--- config.mk ---
export PLATFORM = sky130hd
export DESIGN_NAME = uart_tx_mmio
export DESIGN_NICKNAME = d
export VERILOG_FILES = /design/src/rtl/uart_pkg.sv /design/src/rtl/sync_fifo.sv /design/src/rtl/uart_tx_mmio.sv
export SDC_FILE = /design/constraint.sdc
export NUM_CORES = 1
export LEC_CHECK = 0
export CORE_ASPECT_RATIO = 0.75
export CORE_UTILIZATION = 59
export DETAILED_ROUTE_END_ITERATION = 7
export PLACE_DENSITY = 0.83
export SETUP_SLACK_MARGIN = 0.05
export SYNTH_ARGS = -nofsm -noshare
export SYNTH_HDL_FRONTEND = slang
export SYNTH_SLANG_ARGS = --single-unit
--- constraint.sdc ---
create_clock -name clk -period 8.55 [get_ports clk]
set_clock_uncertainty 0.1 [all_clocks]
set_input_delay 0.855 -clock clk [delete_from_list [all_inputs] [get_ports clk]]
set_output_delay 0.855 -clock clk [all_outputs]
set_load 0.03 [all_outputs]
--- src/rtl/uart_pkg.sv ---
// Shared definitions for the memory-mapped UART transmitter: FSM states,
// register offsets and STATUS bit positions.
package uart_pkg;

    typedef enum logic [1:0] {
        IDLE  = 2'd0,
        START = 2'd1,
        DATA  = 2'd2,
        STOP  = 2'd3
    } uart_state_e;

    localparam logic ADDR_TXDATA = 1'b0;
    localparam logic ADDR_STATUS = 1'b1;

    localparam int ST_FULL  = 0;
    localparam int ST_EMPTY = 1;
    localparam int ST_BUSY  = 2;
    localparam int ST_OVF   = 3;

    // Assemble the STATUS word; unused upper bits read as zero.
    function automatic logic [15:0] status_word(input logic full,
                                                input logic empty,
                                                input logic busy,
                                                input logic ovf);
        logic [15:0] w;
        w           = '0;
        w[ST_FULL]  = full;
        w[ST_EMPTY] = empty;
        w[ST_BUSY]  = busy;
        w[ST_OVF]   = ovf;
        return w;
    endfunction

endpackage

--- src/rtl/sync_fifo.sv ---
// Small synchronous FIFO with first-word-fall-through output. A push while
// full is accepted only when a pop frees the slot in the same cycle.
module sync_fifo #(
    parameter int WIDTH = 8,
    parameter int DEPTH = 4
) (
    input  logic             clk,
    input  logic             reset,
    input  logic             push,
    input  logic             pop,
    input  logic [WIDTH-1:0] din,
    output logic [WIDTH-1:0] dout,
    output logic             full,
    output logic             empty
);

    localparam int AW = $clog2(DEPTH);
    localparam int CW = $clog2(DEPTH + 1);
    localparam logic [CW-1:0] COUNT_FULL = CW'(DEPTH);

    logic [WIDTH-1:0] mem_q [DEPTH];
    logic [AW-1:0]    wr_ptr_q, wr_ptr_d;
    logic [AW-1:0]    rd_ptr_q, rd_ptr_d;
    logic [CW-1:0]    count_q, count_d;
    logic             push_ok;
    logic             pop_ok;

    assign full  = (count_q == COUNT_FULL);
    assign empty = (count_q == '0);
    assign dout  = mem_q[rd_ptr_q];

    assign pop_ok  = pop && !empty;
    assign push_ok = push && (!full || pop_ok);

    // Next-state for pointers and occupancy; pointers wrap naturally.
    always_comb begin
        wr_ptr_d = wr_ptr_q;
        rd_ptr_d = rd_ptr_q;
        count_d  = count_q;
        if (push_ok) begin
            wr_ptr_d = wr_ptr_q + 1'b1;
        end
        if (pop_ok) begin
            rd_ptr_d = rd_ptr_q + 1'b1;
        end
        case ({push_ok, pop_ok})
            2'b10:   count_d = count_q + 1'b1;
            2'b01:   count_d = count_q - 1'b1;
            default: count_d = count_q;
        endcase
    end

    // Pointer and occupancy registers; reset discards all contents.
    always_ff @(posedge clk) begin
        if (!reset) begin
            wr_ptr_q <= '0;
            rd_ptr_q <= '0;
            count_q  <= '0;
        end else begin
            wr_ptr_q <= wr_ptr_d;
            rd_ptr_q <= rd_ptr_d;
            count_q  <= count_d;
        end
    end

    // Storage array; no reset needed since occupancy gates its use.
    always_ff @(posedge clk) begin
        if (push_ok) begin
            mem_q[wr_ptr_q] <= din;
        end
    end

endmodule

--- src/rtl/uart_tx_mmio.sv ---
// Memory-mapped 8N1 UART transmitter: CPU stores feed a byte FIFO, a baud
// counter and FSM serialise bytes onto UART_TX, STATUS reports FIFO/FSM state.
module uart_tx_mmio
    import uart_pkg::*;
#(
    parameter int CLKS_PER_BIT = 868,
    parameter int FIFO_DEPTH   = 4
) (
    input  logic        clk,
    input  logic        reset,
    input  logic        wr_en,
    input  logic        addr,
    input  logic [15:0] wr_data,
    output logic [15:0] rd_data,
    output logic        UART_TX
);

    localparam int BW = $clog2(CLKS_PER_BIT);
    localparam logic [BW-1:0] BAUD_LAST = BW'(CLKS_PER_BIT - 1);

    uart_state_e state_q, state_d;
    logic [BW-1:0] baud_q, baud_d;
    logic [2:0]    bit_idx_q, bit_idx_d;
    logic [7:0]    shift_q, shift_d;
    logic          tx_q, tx_d;
    logic          ovf_q, ovf_d;

    logic          fifo_push;
    logic          fifo_pop;
    logic [7:0]    fifo_dout;
    logic          fifo_full;
    logic          fifo_empty;
    logic          baud_done;
    logic          unused_wr_hi;

    // Upper data bits carry no meaning for either register.
    assign unused_wr_hi = ^wr_data[15:8];

    assign fifo_push = wr_en && (addr == ADDR_TXDATA);
    assign baud_done = (baud_q == BAUD_LAST);

    sync_fifo #(
        .WIDTH (8),
        .DEPTH (FIFO_DEPTH)
    ) u_fifo (
        .clk   (clk),
        .reset (reset),
        .push  (fifo_push),
        .pop   (fifo_pop),
        .din   (wr_data[7:0]),
        .dout  (fifo_dout),
        .full  (fifo_full),
        .empty (fifo_empty)
    );

    // Frame sequencing: baud counting, bit index, shift register and pops.
    always_comb begin
        state_d   = state_q;
        baud_d    = baud_q;
        bit_idx_d = bit_idx_q;
        shift_d   = shift_q;
        fifo_pop  = 1'b0;
        case (state_q)
            IDLE: begin
                baud_d = '0;
                if (!fifo_empty) begin
                    fifo_pop = 1'b1;
                    shift_d  = fifo_dout;
                    state_d  = START;
                end
            end
            START: begin
                if (baud_done) begin
                    baud_d    = '0;
                    bit_idx_d = '0;
                    state_d   = DATA;
                end else begin
                    baud_d = baud_q + 1'b1;
                end
            end
            DATA: begin
                if (baud_done) begin
                    baud_d  = '0;
                    shift_d = {1'b0, shift_q[7:1]};
                    if (bit_idx_q == 3'd7) begin
                        state_d = STOP;
                    end else begin
                        bit_idx_d = bit_idx_q + 1'b1;
                    end
                end else begin
                    baud_d = baud_q + 1'b1;
                end
            end
            STOP: begin
                if (baud_done) begin
                    baud_d = '0;
                    if (!fifo_empty) begin
                        // Back-to-back: next start bit follows immediately.
                        fifo_pop = 1'b1;
                        shift_d  = fifo_dout;
                        state_d  = START;
                    end else begin
                        state_d = IDLE;
                    end
                end else begin
                    baud_d = baud_q + 1'b1;
                end
            end
            default: begin
                state_d = IDLE;
                baud_d  = '0;
            end
        endcase
    end

    // Serial line level derived from the state being entered so it is registered.
    always_comb begin
        case (state_d)
            START:   tx_d = 1'b0;
            DATA:    tx_d = shift_d[0];
            default: tx_d = 1'b1;
        endcase
    end

    // Sticky overflow: a dropped push sets it, a STATUS write with bit3 clears it.
    always_comb begin
        ovf_d = ovf_q;
        if (wr_en && (addr == ADDR_STATUS) && wr_data[ST_OVF]) begin
            ovf_d = 1'b0;
        end
        if (fifo_push && fifo_full && !fifo_pop) begin
            ovf_d = 1'b1;
        end
    end

    // FSM, counters, shift register, line output and overflow registers.
    always_ff @(posedge clk) begin
        if (!reset) begin
            state_q   <= IDLE;
            baud_q    <= '0;
            bit_idx_q <= '0;
            shift_q   <= '0;
            tx_q      <= 1'b1;
            ovf_q     <= 1'b0;
        end else begin
            state_q   <= state_d;
            baud_q    <= baud_d;
            bit_idx_q <= bit_idx_d;
            shift_q   <= shift_d;
            tx_q      <= tx_d;
            ovf_q     <= ovf_d;
        end
    end

    assign UART_TX = tx_q;
    assign rd_data = status_word(fifo_full, fifo_empty, (state_q != IDLE), ovf_q);

endmodule

# [Yosys cells after proc, flatten, opt, wreduce, memory -nomap -nowiden]
# Memories as Yosys holds them, arrays and structs flattened. A register that Yosys moved wholly into a read port is not among the register bits.
# Index checks and enable logic that the tools add are counted.
[word_totals] reg_bits=32 ram_bits=32 inputBits=20 wordCells=81 mem_count=1
[mem_list] name="u_fifo.mem_q" depth=4 word_bits=8 read_ports=1 rd_clocked_by_memory_dff=1 write_ports=1 line="sync_fifo.sv:21" rtl="logic [WIDTH-1:0] mem_q [DEPTH];"
[op_classes] add_sub_neg=6 n_eq_ne=14 n_mux=28 n_bitwise=1 reduce_logical=21
[ops] op="$mux W8" n=3
[ops] op="$pmux W8 S3" n=1
[ops] op="$pmux W10 S2" n=1
[ops] op="$mux W2" n=7
[ops] op="$pmux W3 S2" n=2
[ops] op="$add A10 B1 Y10 const B" n=1
[ops] op="$eq A10 B10 Y1 const B" n=1
[ops] op="$mux W10" n=1
[ops] op="$mux W3" n=3
[ops] op="$eq A2 B2 Y1 const B" n=4
[ops] op="$ne A2 B2 Y1 const B" n=4
[ops] op="$pmux W2 S4" n=1
[ops] op="$reduce_bool A2 Y1" n=4
[ops] op="$logic_and A1 B1 Y1" n=7
[ops] op="$mux W1" n=7
[ops] op="$add A3 B1 Y3 const B" n=2
[ops] op="$eq A2 B1 Y1 const B" n=3
[ops] op="$eq A3 B3 Y1 const B" n=2
[ops] op="$add A2 B1 Y2 const B" n=2
[ops] op="$pmux W1 S2" n=2
[ops] op="$reduce_and A4 Y1" n=1
[ops] op="$logic_not A1 Y1" n=3
[ops] op="$logic_not A3 Y1" n=1
[ops] op="$reduce_and A3 Y1" n=1
[ops] op="6 further kinds" n=6

# [Depth between registers and ports, before layout]
# Gate-level depths: netlist of the first run.
[depth] depth_word=9 ltp_mapped=12 ltp_nobuf=11

# [By module]
# A second synthesis of the first run with hierarchy kept.
[unflattened] hier_cells=275 area_unflattened_um2=3234.4
[modules_own_cells] module="sync_fifo" instances=1 cells_per_inst=96 area_each_um2=1645.3 seq_area_each_um2=1141.1
[modules_own_cells] module="uart_tx_mmio" instances=1 cells_per_inst=179 area_each_um2=1589.0 seq_area_each_um2=500.5

# [Least setup slack after synthesis of the first run]
# OpenSTA, ideal clock, no wires.
[synth_path] path_kind="register to register" from="reg baud_q[0]" to="reg u_fifo.count_q[2]" setup_time_ns=0.076 arrival_ns=2.596 setup_slack_ns=5.778 path_stages_with_launch=12 n_path_buf=1 cell_sequence="dfxtp_1 ha_1 and3_1 clkbuf_1 a41oi_4 nor3_2 ha_1 inv_1 fa_1 xor2_1 or3_1 a21boi_0"
[synth_via] elab_chain_len=8 elab_cells_between_ends=10 classes_between="eq/ne: 3; mux: 3; reduce/logical: 4"
[synth_rtl] element="start: declaration" line="uart_tx_mmio.sv:22" rtl="logic [BW-1:0] baud_q, baud_d;"
[synth_rtl] element="start signal: assignment" line="uart_tx_mmio.sv:147" rtl="baud_q <= baud_d;"
[synth_rtl] element="$eq A10 B10 Y1 (*)" line="uart_tx_mmio.sv:40" rtl="assign baud_done = (baud_q == BAUD_LAST);"
[synth_rtl] element="$mux W1 (*)" line="uart_tx_mmio.sv:95" rtl="if (baud_done) begin"
[synth_rtl] element="$pmux W1 S2 (*)" line="uart_tx_mmio.sv:63" rtl="case (state_q)"
[synth_rtl] element="$logic_and A1 B1 Y1 (*)" line="sync_fifo.sv:32" rtl="assign pop_ok = pop && !empty;"
[synth_rtl] element="named net u_fifo.pop_ok" line="sync_fifo.sv:26" rtl="logic pop_ok;"
[synth_rtl] element="$logic_or A1 B1 Y1" line="sync_fifo.sv:33" rtl="assign push_ok = push && (!full || pop_ok);"
[synth_rtl] element="$logic_and A1 B1 Y1" line="sync_fifo.sv:33"
[synth_rtl] element="$eq A2 B1 Y1 / $eq A2 B2 Y1 (equally long branches)" line="sync_fifo.sv:46" rtl="case ({push_ok, pop_ok})"
[synth_rtl] element="$pmux W3 S2 / $reduce_bool A2 Y1 (equally long branches)"
[synth_rtl] element="end signal: assignment" line="sync_fifo.sv:62" rtl="count_q <= count_d;"
[synth_rtl] element="end: declaration" line="sync_fifo.sv:24" rtl="logic [CW-1:0] count_q, count_d;"
# The timed path passes the listed nets; every way through them passes the cells marked *.
# A chain may end at the register's enable or synchronous reset.

# [Final worst setup path of the first run]
[layout_path] from="reg u_fifo.count_q[0]" to="out rd_data[1]"
[layout_via] elab_chain_len=1
[layout_rtl] element="$logic_not A3 Y1" line="sync_fifo.sv:29" rtl="assign empty = (count_q == '0);"
[layout_rtl] element="end: declaration" line="uart_tx_mmio.sv:14" rtl="output logic [15:0] rd_data,"
# Every way passes these cells.

==> metrics.txt, run 1 <==
# TYPE chip_impl_metric gauge
chip_impl_info{name="run_status",value="finished, final reports clean"} 1
chip_impl_info{name="setup_crit_start_kind",value="register"} 1
chip_impl_info{name="grt-busiest-layer",value="met2"} 1
chip_impl_metric{name="power_density",unit="mW/mm2"} 281
chip_impl_metric{name="tightest_slew",unit="ps"} 774
chip_impl_metric{name="layout.cell_area.non_filler",unit="mm2"} 0.00363
chip_impl_metric{name="grt_util_met2",unit="%"} 35.9
chip_impl_metric{name="worstPathRequired",unit="ps"} 7600
chip_impl_metric{name="layout-area-overhead-vs-synth",unit="%"} 12.6
chip_impl_metric{name="first_global_vias",unit=""} 2104
chip_impl_metric{name="dp_hpwl",unit="um"} 4150
chip_impl_metric{name="clk_transition_reported_paths",unit="ps"} 70
chip_impl_metric{name="antenna_cells_inserted",unit=""} 0
chip_impl_metric{name="post-route-util",unit="%"} 71.6
chip_impl_info{name="critical_path.cell_chain",value="or3_1 -> clkinv_1 -> clkdlybuf4s50_1"} 1
chip_impl_metric{name="final_hold_violating_endpoints",unit=""} 0
chip_impl_metric{name="die_w",unit="um"} 87.3
chip_impl_metric{name="max_cap_violations",unit=""} 0
chip_impl_info{name="hp-class",value="reg -> reg"} 1
chip_impl_info{name="cts_tree",value="built"} 1
chip_impl_metric{name="clock_buffer_depth",unit=""} 2
chip_impl_info{name="cp-end-kind",value="primary output"} 1
chip_impl_metric{name="postLayoutSetupSlackWorst",unit="ps"} 5280
chip_impl_metric{name="final_cell_count_no_fill",unit=""} 373
chip_impl_metric{name="die_height",unit="um"} 66.0
chip_impl_metric{name="via_total_after_detailed_routing",unit=""} 2194
chip_impl_metric{name="wl_per_cell",unit="um"} 16.8
chip_impl_metric{name="route.final.wire_length",unit="um"} 6250
chip_impl_metric{name="syn_area_per_cell",unit="um2"} 11.4
chip_impl_metric{name="area_of_the_multi_input_gates",unit="mm2"} 0.00142
chip_impl_info{name="synthTopCellsByArea",value="edfxtp_1 (30%), dfxtp_1 (21%), mux4_2 (5.6%)"} 1
chip_impl_metric{name="die-area",unit="mm2"} 0.00576
chip_impl_metric{name="worst-r2r-cell-count",unit=""} 11
chip_impl_metric{name="total_leakage_power",unit="nW"} 1.33
chip_impl_metric{name="cts_hold_buffers",unit=""} 0
chip_impl_metric{name="postSynthRegisterBits",unit=""} 66
chip_impl_metric{name="finalSetupViolCount",unit=""} 0
chip_impl_metric{name="maximum_number_of_pins_on_one_net_before_global_route_repair",unit=""} 22
chip_impl_metric{name="drt-initial-drc-count",unit=""} 268
chip_impl_info{name="yosysTopAreaCell",value="edfxtp_1"} 1
chip_impl_info{name="min-delay-start",value="baud_q[0]$_SDFF_PP0_"} 1
chip_impl_metric{name="clkSinkCount",unit=""} 66
chip_impl_metric{name="final_nets",unit=""} 330
chip_impl_metric{name="place.gp.congestion",unit=""} 0.826
chip_impl_info{name="rsz0062_at_grt",value="no"} 1
chip_impl_metric{name="filler_cell_count",unit=""} 353
chip_impl_metric{name="initial_antenna_violation_count",unit=""} 0
chip_impl_metric{name="io_pins",unit=""} 37
chip_impl_metric{name="worst_ir_drop_vdd",unit="uV"} 196
chip_impl_metric{name="groute.layer.met1.usage",unit="%"} 32.6
chip_impl_metric{name="placed_instance_area",unit="mm2"} 0.00336
chip_impl_metric{name="grt_overflow_total",unit=""} 0
chip_impl_metric{name="seq_area_frac_synth",unit="%"} 51.0
chip_impl_metric{name="synth-edff-count",unit=""} 32
chip_impl_metric{name="asyncSetResetFlopFracSynth",unit="%"} 0
chip_impl_metric{name="placementRows",unit=""} 22
chip_impl_metric{name="critical-path-max-stage-delay",unit="ps"} 700
chip_impl_metric{name="ctsHtreeMaxLevel",unit=""} 3
chip_impl_metric{name="numCtsBuffers",unit=""} 9
chip_impl_metric{name="min_path_cells",unit=""} 1
chip_impl_metric{name="gr-usage-met3",unit="%"} 9.24
chip_impl_metric{name="worstSkewPairLatency",unit="ps"} 350
chip_impl_metric{name="portBuffers",unit=""} 16
chip_impl_metric{name="global_route.usage.total",unit="%"} 24.4
chip_impl_metric{name="netlist_instances",unit=""} 282
chip_impl_info{name="worst_r2r_endpoint",value="u_fifo.count_q[2]$_SDFFE_PN0P_"} 1
chip_impl_info{name="worstReg2RegStart",value="state_q[1]$_SDFF_PN0_"} 1
chip_impl_metric{name="final_layout_size_suffix_gt1_share",unit="%"} 11.0
chip_impl_metric{name="critPathMaxFanout",unit=""} 12
chip_impl_metric{name="sequential_cell_area",unit="mm2"} 0.00164
chip_impl_metric{name="total_power",unit="mW"} 1.02
chip_impl_info{name="cpMaxStageDelayCell",value="clkdlybuf4s50_1"} 1
chip_impl_metric{name="pre_cts_ws",unit="ps"} 5110
chip_impl_metric{name="placed_cells_incl_taps",unit=""} 357
chip_impl_info{name="synth_top_flop_cell",value="dfxtp_1"} 1
chip_impl_metric{name="timing.max_slew.rel_slack",unit="%"} 48.3
chip_impl_metric{name="share_of_the_clock_period_used_by_the_worst_path",unit="%"} 38.3
chip_impl_metric{name="final_critical_period",unit="ps"} 3270
chip_impl_metric{name="dr.pass1.iters",unit=""} 5
chip_impl_metric{name="syn_area",unit="mm2"} 0.00322
chip_impl_metric{name="vias_per_cell",unit=""} 5.88
chip_impl_metric{name="r2r_slack",unit="ps"} 5460
chip_impl_metric{name="postCtsResizedCells",unit=""} 0
chip_impl_metric{name="initial_core_util",unit="%"} 63.6
chip_impl_info{name="cts_root_buf",value="clkbuf_8"} 1
chip_impl_metric{name="core-area",unit="mm2"} 0.00506
chip_impl_info{name="hold_end",value="baud_q[0]$_SDFF_PP0_"} 1
chip_impl_metric{name="synth_top_cell_area_share",unit="%"} 29.8
chip_impl_metric{name="report.final.slew_viol_count",unit=""} 0
chip_impl_info{name="worstSetupPathType",value="reg -> out"} 1
chip_impl_metric{name="cts_setup_buffers",unit=""} 0
chip_impl_metric{name="yosysWarnings",unit=""} 0
chip_impl_metric{name="timing.setup.tns",unit="ps"} 0
chip_impl_metric{name="first_pass_grt_wire_length",unit="um"} 10300
chip_impl_metric{name="holdWs",unit="ps"} 381
chip_impl_metric{name="clock.fmax",unit="MHz"} 306
chip_impl_metric{name="synthDistinctLibCells",unit=""} 56
chip_impl_metric{name="drc_errors",unit=""} 0
chip_impl_metric{name="worstPathArrival",unit="ps"} 2320
chip_impl_metric{name="drt.antenna.violating_nets",unit=""} 0
[area by class of cell]
| type | instances | area share, % |
|---|---|---|
| clock buffer | 9 | 3.41 |
| timing repair buffer | 16 | 4.41 |
| multi-input combinational | 190 | 39.2 |
| inverter | 13 | 1.34 |
| clock inverter | 7 | 3.90 |
| sequential | 66 | 45.2 |
| tap | 72 | 2.48 |
[per-layer routing]
metal / wire [um] / up-vias
li1: - / 1021
met1: 2790 / 1065
met2: 2870 / 89
met3: 477 / 19
met4: 105 / 0
met5: 0 / -
[cells in the mapped netlist, types with 3 or more instances]
cell and count:
and2_1 11, inv_1 12, clkbuf_1 6, a22oi_1 3, ha_1 13, nand2b_1 3
xnor2_1 7, dfxtp_1 34, buf_2 3, xor2_1 5, o21ai_0 8, nand2_1 19
nor3_1 8, a21oi_1 8, and3_1 4, mux4_2 8, nor2b_1 5, buf_4 15
nor2_1 23, nand3_1 7, a311oi_1 6, edfxtp_1 32
[power breakdown]
group	leakage [nW]	total, mW	internal (mW)	switching [mW]
logic	0.636	0.277	0.113	0.164
registers	0.567	0.401	0.367	0.0334
clock network	0.129	0.344	0.223	0.121
[how the worst max path moves through the flow]
| stage | cells after the start | slack, ps | endpoint | start |
|---|---|---|---|---|
| after floorplan | 11 | 5780 | u_fifo.count_q[2]$_SDFFE_PN0P_ | baud_q[0]$_SDFF_PP0_ |
| final | 3 | 5280 | rd_data[1] | u_fifo.count_q[0]$_SDFFE_PN0P_ |
| after CTS | 3 | 5290 | rd_data[1] | u_fifo.count_q[0]$_SDFFE_PN0P_ |
| after global placement | 11 | 5210 | u_fifo.count_q[2]$_SDFFE_PN0P_ | wr_en |
| after detailed placement | 11 | 5110 | u_fifo.count_q[2]$_SDFFE_PN0P_ | wr_en |
| after global routing | 3 | 5170 | rd_data[1] | u_fifo.count_q[0]$_SDFFE_PN0P_ |
[sequential cells by signal (all words and copies together) (netlist names), named ones only]
name	cells
ovf_q	1
baud_q	10
bit_idx_q	3
state_q	2
shift_q	8
u_fifo.mem_q	32
u_fifo.rd_ptr_q	2
u_fifo.wr_ptr_q	2
UART_TX	1
u_fifo.count_q	3
[kinds of logic after synthesis]
logic type / share of synthesized area, %
simple gates: 17.0
flops: 51.0
compound gates: 10.3
buf+inv: 6.17
fa+ha+maj: 5.67
xor+xnor: 3.26
mux: 6.56
other cells: 0.116
[layout by cell type (no fill, tap or decap), types with 3 or more instances in the layout]
| master | n |
|---|---|
| dfxtp_1 | 34 |
| nor3_1 | 8 |
| conb_1 | 12 |
| nand2_1 | 19 |
| clkbuf_8 | 9 |
| nand2b_1 | 3 |
| xor2_1 | 5 |
| a22oi_1 | 3 |
| edfxtp_1 | 32 |
| o21ai_0 | 8 |
| nor2b_1 | 5 |
| and2_1 | 11 |
| ha_1 | 13 |
| nor2_1 | 23 |
| clkdlybuf4s50_1 | 16 |
| bufinv_16 | 4 |
| a21oi_1 | 8 |
| a311oi_1 | 6 |
| inv_1 | 12 |
| xnor2_1 | 7 |
| nand3_1 | 7 |
| and3_1 | 4 |
| mux4_2 | 8 |
[worst max-delay path: cells and delay by family (launching register included)]
| kind | cells | cell delay [ps] |
|---|---|---|
| buffers and inverters | 2 | 1120 |
| AND/OR/NAND/NOR | 1 | 440 |
| flip-flops | 1 | 410 |
Power figures use the tool's default switching activity.
==> run 2: changes to the inputs <==
CORE_UTILIZATION = 50   (was 59)
PLACE_DENSITY = 0.75   (was 0.83)
clock period = 2.9 ns   (was 8.55 ns; I/O delays follow)
==> run 2 against run 1 <==
Compared with the run above:
- first-iteration DRC count shrank 57%
- via count fell by 3.1%
- count of clock-buffer cells in the layout rose by 1
- die area up 18%
- non-clock buffer count is 9 higher
- hold slack worse by 12 ps
- sequential power rose to 2.9 times the previous value
- utilization fell by 10 points
- critical path depth increased by 7
==> metrics.txt, run 2 (synthesis gave the netlist of run 1 again) <==
# TYPE chip_impl_metric gauge
chip_impl_metric{name="placementRows",unit=""} 24
chip_impl_metric{name="total_leakage_power",unit="nW"} 1.36
chip_impl_metric{name="worstPathRequired",unit="ps"} 3070
chip_impl_metric{name="die_height",unit="um"} 71.5
chip_impl_metric{name="clock_buffer_depth",unit=""} 2
chip_impl_info{name="final_cell_mix",value="dfxtp_1 (34), edfxtp_1 (32), nor2_1 (23), nand2_1 (19), clkdlybuf4s50_1 (16)"} 1
chip_impl_metric{name="report.final.slew_viol_count",unit=""} 0
chip_impl_metric{name="max_ffs_per_register",unit=""} 32
chip_impl_metric{name="die-area",unit="mm2"} 0.00677
chip_impl_metric{name="final_critical_period",unit="ps"} 2680
chip_impl_info{name="cp-end-kind",value="register"} 1
chip_impl_metric{name="clk_transition_reported_paths",unit="ps"} 70
chip_impl_metric{name="worst_ir_drop_vdd",unit="uV"} 452
chip_impl_info{name="worst_r2r_endpoint",value="u_fifo.count_q[2]$_SDFFE_PN0P_"} 1
chip_impl_metric{name="share_of_the_clock_period_used_by_the_worst_path",unit="%"} 92.3
chip_impl_metric{name="wl_per_cell",unit="um"} 15.2
chip_impl_metric{name="critPathMaxFanout",unit=""} 6
chip_impl_info{name="run_status",value="finished, final reports clean"} 1
chip_impl_metric{name="timing.setup.tns",unit="ps"} 0
chip_impl_info{name="critical_path.startpoint",value="baud_q[0]$_SDFF_PP0_"} 1
chip_impl_metric{name="holdWs",unit="ps"} 368
chip_impl_metric{name="clock.fmax",unit="MHz"} 374
chip_impl_metric{name="route.final.wire_length",unit="um"} 5880
chip_impl_metric{name="clkSinkCount",unit=""} 66
chip_impl_metric{name="antenna_cells_inserted",unit=""} 0
chip_impl_metric{name="r2r_slack",unit="ps"} 220
chip_impl_metric{name="first_global_vias",unit=""} 2032
chip_impl_info{name="most_common_cell_after_layout_fill_and_taps_aside",value="dfxtp_1"} 1
chip_impl_metric{name="drt-initial-drc-count",unit=""} 114
chip_impl_metric{name="cts_setup_buffers",unit=""} 0
chip_impl_metric{name="final_layout_size_suffix_gt1_share",unit="%"} 14.5
chip_impl_metric{name="worst-r2r-cell-count",unit=""} 10
chip_impl_metric{name="global_route.usage.total",unit="%"} 19.3
chip_impl_info{name="largest_registers",value="u_fifo.mem_q: 32 flops, baud_q: 10 flops, shift_q: 8 flops"} 1
chip_impl_info{name="cts_tree",value="built"} 1
chip_impl_metric{name="timing.max_slew.rel_slack",unit="%"} 46.5
chip_impl_metric{name="final_hold_violating_endpoints",unit=""} 0
chip_impl_metric{name="maximum_number_of_pins_on_one_net_before_global_route_repair",unit=""} 17
chip_impl_metric{name="min_path_cells",unit=""} 1
chip_impl_metric{name="post-route-util",unit="%"} 61.3
chip_impl_metric{name="portBuffers",unit=""} 16
chip_impl_metric{name="switchingPower",unit="uW"} 931
chip_impl_metric{name="place.gp.congestion",unit=""} 0.825
chip_impl_metric{name="io_pins",unit=""} 37
chip_impl_metric{name="dr.pass1.iters",unit=""} 4
chip_impl_metric{name="numCtsBuffers",unit=""} 9
chip_impl_info{name="hp-class",value="reg -> reg"} 1
chip_impl_metric{name="drc_errors",unit=""} 0
chip_impl_metric{name="swShare",unit="%"} 32.2
chip_impl_metric{name="worstPathArrival",unit="ps"} 2840
chip_impl_info{name="rsz0062_at_grt",value="no"} 1
chip_impl_info{name="worstSetupPathType",value="reg -> reg"} 1
chip_impl_info{name="cts_root_buf",value="clkbuf_8"} 1
chip_impl_metric{name="dp_hpwl",unit="um"} 4110
chip_impl_metric{name="final_nets",unit=""} 339
chip_impl_metric{name="drt.antenna.violating_nets",unit=""} 0
chip_impl_info{name="setup_crit_start_kind",value="register"} 1
chip_impl_metric{name="internal_power",unit="mW"} 1.96
chip_impl_metric{name="die_w",unit="um"} 94.7
chip_impl_metric{name="finalSetupViolCount",unit=""} 0
chip_impl_metric{name="pwr-share-comb",unit="%"} 29.3
chip_impl_info{name="worstReg2RegStart",value="baud_q[0]$_SDFF_PP0_"} 1
chip_impl_metric{name="initial_antenna_violation_count",unit=""} 0
chip_impl_info{name="top_register",value="u_fifo.mem_q"} 1
chip_impl_metric{name="core-area",unit="mm2"} 0.00601
chip_impl_metric{name="worstSkewPairLatency",unit="ps"} 340
chip_impl_metric{name="via_total_after_detailed_routing",unit=""} 2126
chip_impl_info{name="hold_end",value="baud_q[0]$_SDFF_PP0_"} 1
chip_impl_metric{name="initial_core_util",unit="%"} 53.6
chip_impl_metric{name="layout-area-overhead-vs-synth",unit="%"} 14.3
chip_impl_metric{name="placed_instance_area",unit="mm2"} 0.00344
chip_impl_metric{name="vias_per_cell",unit=""} 5.48
chip_impl_metric{name="ctsHtreeMaxLevel",unit=""} 3
chip_impl_metric{name="grt_overflow_total",unit=""} 0
chip_impl_info{name="min-delay-start",value="baud_q[0]$_SDFF_PP0_"} 1
chip_impl_metric{name="tightest_slew",unit="ps"} 802
chip_impl_metric{name="first_pass_grt_wire_length",unit="um"} 9690
chip_impl_metric{name="sequentialPowerShare",unit="%"} 40.7
chip_impl_metric{name="max_cap_violations",unit=""} 0
chip_impl_metric{name="power_density",unit="mW/mm2"} 785
chip_impl_metric{name="layout.cell_area.non_filler",unit="mm2"} 0.00368
chip_impl_metric{name="clock_power_share",unit="%"} 30.0
==> run 2: stage by stage <==
step           worst slack (ps)  total power [mW]  instances
3_5_place_dp               90.1              2.03        372
2_1_floorplan               128              1.81        293
5_1_grt                    62.8              3.05        388
3_3_place_gp                243              2.00        372
4_1_cts                    90.5              2.90        388
6_report                    224              2.89        388
==> run 2: what timing repair did <==
item / CTS / global route
gates resized for setup: 0 / 5
endpoints found under the setup margin: 0 / 2
endpoints found under the hold margin: 0 / 0
hold buffers: 0 / 0
==> run 2: layout make-up <==
class	instances	area [um2]
clock buffer	10	138
sequential	66	1640
tap	78	97.6
fill	485	2320
multi-input combinational	190	1440
inverter	13	48.8
clock inverter	6	90.1
timing repair buffer	25	228
==> run 2: worst max path at each step <==
| stage | endpoint | cells after the start |
|---|---|---|
| after global placement | u_fifo.count_q[2]$_SDFFE_PN0P_ | 10 |
| after CTS | u_fifo.count_q[2]$_SDFFE_PN0P_ | 10 |
| after detailed placement | u_fifo.count_q[2]$_SDFFE_PN0P_ | 10 |
| final | u_fifo.count_q[2]$_SDFFE_PN0P_ | 10 |
| after floorplan | u_fifo.count_q[2]$_SDFFE_PN0P_ | 11 |
| after global routing | u_fifo.count_q[2]$_SDFFE_PN0P_ | 10 |
==> run 2: worst max-delay path, cell delays in order (launching register included) <==
cell	delay, ps
dfxtp_1	370
ha_1	240
and3_4	260
a41oi_4	140
nor3_2	230
ha_1	220
inv_1	60
fa_1	370
xor2_1	150
or3_1	310
a21boi_1	160
==> run 2: layer usage <==
layer	global-route usage, %	vias to the layer above	share of wire [%]
li1	-	1039	-
met1	26.8	1018	48
met2	28.7	60	46
met3	7.01	9	5.1
met4	5.05	0	1.2
met5	0	-	0
==> run 2: power by group through the flow <==
| stage | combinational [mW] | clock (mW) | sequential [mW] |
|---|---|---|---|
| 6_report | 0.846 | 0.867 | 1.18 |
| 3_5_place_dp | 0.836 | 0 | 1.20 |
| 3_3_place_gp | 0.807 | 0 | 1.19 |
| 2_1_floorplan | 0.645 | 0 | 1.16 |
| 5_1_grt | 0.934 | 0.922 | 1.19 |
| 4_1_cts | 0.840 | 0.884 | 1.18 |
==> run 3: changes to the inputs <==
CELL_PAD_IN_SITES_DETAIL_PLACEMENT = 1   (was not set)
CELL_PAD_IN_SITES_GLOBAL_PLACEMENT = 1   (was not set)
CORE_UTILIZATION = 40   (was 50)
PLACE_DENSITY = not set   (was 0.75)
PLACE_DENSITY_LB_ADDON = 0.1   (was not set)
SYNTH_HIERARCHICAL = 1   (was not set)
==> run 3 against run 2 <==
Compared with the run above:
- hold slack got worse by 16 ps
- non-clock buffer count rose by 2
- highest routed layer unchanged
- die area rose by 25%
- critical endpoint is now u_fifo/count_q[2]$_SDFFE_PN0P_
- synthesized area rose by 0.39%
==> metrics.txt, run 3 <==
# TYPE chip_impl_metric gauge
chip_impl_info{name="cts_tree",value="built"} 1
chip_impl_info{name="run_status",value="finished, final reports clean"} 1
chip_impl_metric{name="first_pass_grt_wire_length",unit="um"} 10700
chip_impl_metric{name="die_height",unit="um"} 79.9
chip_impl_metric{name="initial_core_util",unit="%"} 42.7
chip_impl_metric{name="max_cap_violations",unit=""} 0
chip_impl_metric{name="initial_antenna_violation_count",unit=""} 0
chip_impl_metric{name="critPathMaxFanout",unit=""} 4
chip_impl_info{name="top_register",value="u_fifo/mem_q"} 1
chip_impl_metric{name="ctsHtreeMaxLevel",unit=""} 3
chip_impl_metric{name="synth_top_cell_area_share",unit="%"} 29.7
chip_impl_metric{name="total_power",unit="mW"} 2.51
chip_impl_metric{name="synth_compound_gate_area_share",unit="%"} 11.8
chip_impl_info{name="largest_registers",value="u_fifo/mem_q: 32 flops, baud_q: 10 flops, shift_q: 8 flops"} 1
chip_impl_info{name="rsz0062_at_grt",value="no"} 1
chip_impl_metric{name="placed_instance_area",unit="mm2"} 0.00350
chip_impl_metric{name="syn_area_per_cell",unit="um2"} 11.8
chip_impl_metric{name="clk_transition_reported_paths",unit="ps"} 70
chip_impl_metric{name="final_nets",unit=""} 335
chip_impl_metric{name="global_route.usage.total",unit="%"} 17.2
chip_impl_info{name="setup_crit_start_kind",value="register"} 1
chip_impl_metric{name="first_global_vias",unit=""} 2074
chip_impl_metric{name="placementRows",unit=""} 27
chip_impl_metric{name="clock_power_share",unit="%"} 30.9
chip_impl_metric{name="holdWs",unit="ps"} 353
chip_impl_metric{name="portBuffers",unit=""} 16
chip_impl_metric{name="timing.max_slew.rel_slack",unit="%"} 60.1
chip_impl_info{name="yosysTopAreaCell",value="edfxtp_1"} 1
chip_impl_metric{name="pre_cts_ws",unit="ps"} 58.9
chip_impl_info{name="final_cell_mix",value="edfxtp_1 (32), dfxtp_1 (30), nor2_1 (23), inv_1 (17), nand2_1 (17)"} 1
chip_impl_info{name="cts_root_buf",value="clkbuf_8"} 1
chip_impl_metric{name="asyncSetResetFlopFracSynth",unit="%"} 0
chip_impl_metric{name="placed_cells_incl_taps",unit=""} 389
chip_impl_info{name="yosysMostFrequentCell",value="dfxtp_1"} 1
chip_impl_metric{name="critical-path-max-stage-delay",unit="ps"} 360
chip_impl_info{name="synth_top_family_by_area",value="simple AND/OR/NAND/NOR gates"} 1
chip_impl_metric{name="maximum_number_of_pins_on_one_net_before_global_route_repair",unit=""} 16
chip_impl_metric{name="io_pins",unit=""} 37
chip_impl_info{name="critical_path.cell_chain",value="ha_4 -> nor3b_4 -> a41oi_4 -> nor3_4 -> inv_2 -> nor2_4 -> ha_2 -> inv_1 -> fa_2 -> xor2_1 -> or3_1 -> a21boi_1"} 1
chip_impl_info{name="synth_top_cells_by_count",value="dfxtp_1 (34), edfxtp_1 (32), nor2_1 (24), inv_1 (17), nand2_1 (17)"} 1
chip_impl_info{name="most_common_cell_after_layout_fill_and_taps_aside",value="edfxtp_1"} 1
chip_impl_metric{name="yosys.area_share.simple",unit="%"} 14.4
chip_impl_metric{name="antenna_cells_inserted",unit=""} 0
chip_impl_metric{name="clock.fmax",unit="MHz"} 374
chip_impl_metric{name="total_leakage_power",unit="nW"} 1.27
chip_impl_metric{name="drt-initial-drc-count",unit=""} 54
chip_impl_metric{name="cts_hold_buffers",unit=""} 0
chip_impl_metric{name="multiplexer_share_of_the_synthesized_area",unit="%"} 7.74
chip_impl_metric{name="power_density",unit="mW/mm2"} 671
chip_impl_metric{name="netlist_instances",unit=""} 275
chip_impl_metric{name="swShare",unit="%"} 31.9
chip_impl_metric{name="max_ffs_per_register",unit=""} 32
chip_impl_metric{name="vias_per_cell",unit=""} 5.12
chip_impl_metric{name="postLayoutSetupSlackWorst",unit="ps"} 224
chip_impl_metric{name="drc_errors",unit=""} 0
chip_impl_info{name="synthTopCellsByArea",value="edfxtp_1 (30%), dfxtp_1 (21%), mux4_2 (5.6%)"} 1
chip_impl_metric{name="filler_cell_count",unit=""} 825
chip_impl_info{name="cpMaxStageDelayCell",value="dfxtp_2"} 1
chip_impl_metric{name="syn_area",unit="mm2"} 0.00323
chip_impl_metric{name="numCtsBuffers",unit=""} 9
chip_impl_metric{name="area_of_the_multi_input_gates",unit="mm2"} 0.00145
chip_impl_metric{name="worstSkewPairLatency",unit="ps"} 350
chip_impl_metric{name="final_cell_count_no_fill",unit=""} 407
chip_impl_metric{name="die_w",unit="um"} 106
chip_impl_metric{name="dr.pass1.iters",unit=""} 4
chip_impl_metric{name="yosysWarnings",unit=""} 6
chip_impl_metric{name="seq_area_frac_synth",unit="%"} 50.8
chip_impl_metric{name="layout-area-overhead-vs-synth",unit="%"} 15.4
chip_impl_metric{name="tightest_slew",unit="ps"} 590
chip_impl_metric{name="wl_per_cell",unit="um"} 16.0
chip_impl_metric{name="worstPathArrival",unit="ps"} 2850
chip_impl_metric{name="layout.cell_area.non_filler",unit="mm2"} 0.00373
chip_impl_metric{name="postSynthRegisterBits",unit=""} 66
chip_impl_metric{name="pwr-share-comb",unit="%"} 25.2
chip_impl_info{name="cp-end-kind",value="register"} 1
chip_impl_metric{name="route.final.wire_length",unit="um"} 6500
chip_impl_metric{name="grt_overflow_total",unit=""} 0
chip_impl_metric{name="clock_buffer_depth",unit=""} 2
chip_impl_metric{name="switchingPower",unit="uW"} 800
chip_impl_metric{name="synth_xor_area_share",unit="%"} 2.71
chip_impl_metric{name="worstPathRequired",unit="ps"} 3080
chip_impl_metric{name="place.gp.congestion",unit=""} 0.747
chip_impl_metric{name="report.final.slew_viol_count",unit=""} 0
chip_impl_metric{name="dp_hpwl",unit="um"} 4680
chip_impl_metric{name="synthDistinctLibCells",unit=""} 57
chip_impl_metric{name="share_of_the_clock_period_used_by_the_worst_path",unit="%"} 92.3
chip_impl_info{name="worstSetupPathType",value="reg -> reg"} 1
chip_impl_metric{name="finalSetupViolCount",unit=""} 0
chip_impl_metric{name="timing.setup.tns",unit="ps"} 0
chip_impl_metric{name="final_layout_size_suffix_gt1_share",unit="%"} 18.6
chip_impl_info{name="hp-class",value="reg -> reg"} 1
chip_impl_metric{name="sequentialPowerShare",unit="%"} 43.9
chip_impl_metric{name="clkSinkCount",unit=""} 66
chip_impl_metric{name="post-route-util",unit="%"} 49.3
chip_impl_info{name="synth_top_flop_cell",value="dfxtp_1"} 1
chip_impl_metric{name="via_total_after_detailed_routing",unit=""} 2084
chip_impl_metric{name="final_hold_violating_endpoints",unit=""} 0
chip_impl_metric{name="core-area",unit="mm2"} 0.00757
chip_impl_metric{name="synth_adder_area_share",unit="%"} 5.65
chip_impl_metric{name="sequential_cell_area",unit="mm2"} 0.00165
chip_impl_metric{name="final_critical_period",unit="ps"} 2680
chip_impl_metric{name="die-area",unit="mm2"} 0.00845
chip_impl_metric{name="internal_power",unit="mW"} 1.71
chip_impl_metric{name="synth-edff-count",unit=""} 32
chip_impl_metric{name="drt.antenna.violating_nets",unit=""} 0
chip_impl_metric{name="worst_ir_drop_vdd",unit="uV"} 284
## run 3: changes by cell type in the layout (fill, tap and decap cells not counted), moves of 4 or more
cell,previous run,this run
mux2i_1,2,7
inv_1,12,17
and2_1,11,7
o22ai_1,0,5
dfxtp_1,34,30
a311oi_1,6,0
nor3_1,8,3
## run 3: layout make-up
| type | count | share of cell area [%] |
|---|---|---|
| clock buffers | 9 | 3.32 |
| clock inverters | 7 | 2.04 |
| inverters | 18 | 1.81 |
| multi-input cells | 179 | 38.8 |
| flip-flops and latches | 66 | 44.2 |
| well taps | 101 | 3.38 |
| repair buffers | 27 | 6.50 |
## run 3: path summary, 6_finish.rpt
check | start | end | slack, ps | cells after the start
worst max-delay path | baud_q[1]$_SDFF_PP0_ | u_fifo/count_q[2]$_SDFFE_PN0P_ | 220 | 12
worst min register to register | baud_q[0]$_SDFF_PP0_ | baud_q[0]$_SDFF_PP0_ | 350 | 1
worst min-delay path | baud_q[0]$_SDFF_PP0_ | baud_q[0]$_SDFF_PP0_ | 350 | 1
worst max register to register | baud_q[1]$_SDFF_PP0_ | u_fifo/count_q[2]$_SDFFE_PN0P_ | 220 | 12
## run 3: cell families after synthesis
family / count (synthesis)
AND/OR/NAND/NOR: 83
XOR/XNOR: 10
buffers and inverters: 41
multiplexers: 15
AO/OA/AOI/OAI: 45
adder cells (fa/ha/maj): 14
flip-flops: 66
other: 1
## run 3: worst max-delay path, delay by kind of cell (launching register included)
family	cells	cell delay, ps
buffers and inverters	2	150
AOI/OAI and AO/OA	2	290
and+or+nand+nor	4	870
adders and majority gates	3	690
xor gates and xnor gates	1	150
DFF	1	360
## run 3: power groups by stage
stage	combinational, mW	clock, mW	sequential [mW]
2_1_floorplan	0.463	0	1.10
3_3_place_gp	0.595	0	1.12
3_5_place_dp	0.612	0	1.12
4_1_cts	0.616	0.801	1.10
5_1_grt	0.698	0.853	1.11
6_report	0.633	0.774	1.10
## run 3: what timing repair did
action / in CTS / in global routing
pin swaps: 1 / 2
setup endpoints to repair: 1 / 1
gates resized for setup: 0 / 6
hold endpoints to repair: 0 / 0
setup buffers: 0 / 2
## run 3: routing by layer
metal / global-route usage [%] / vias up / wire, um
met3: 6.12 / 5 / 240
met5: 0 / - / 0
met1: 23.6 / 1010 / 3440
met2: 25.5 / 37 / 2770
met4: 4.58 / 0 / 56
li1: - / 1032 / -
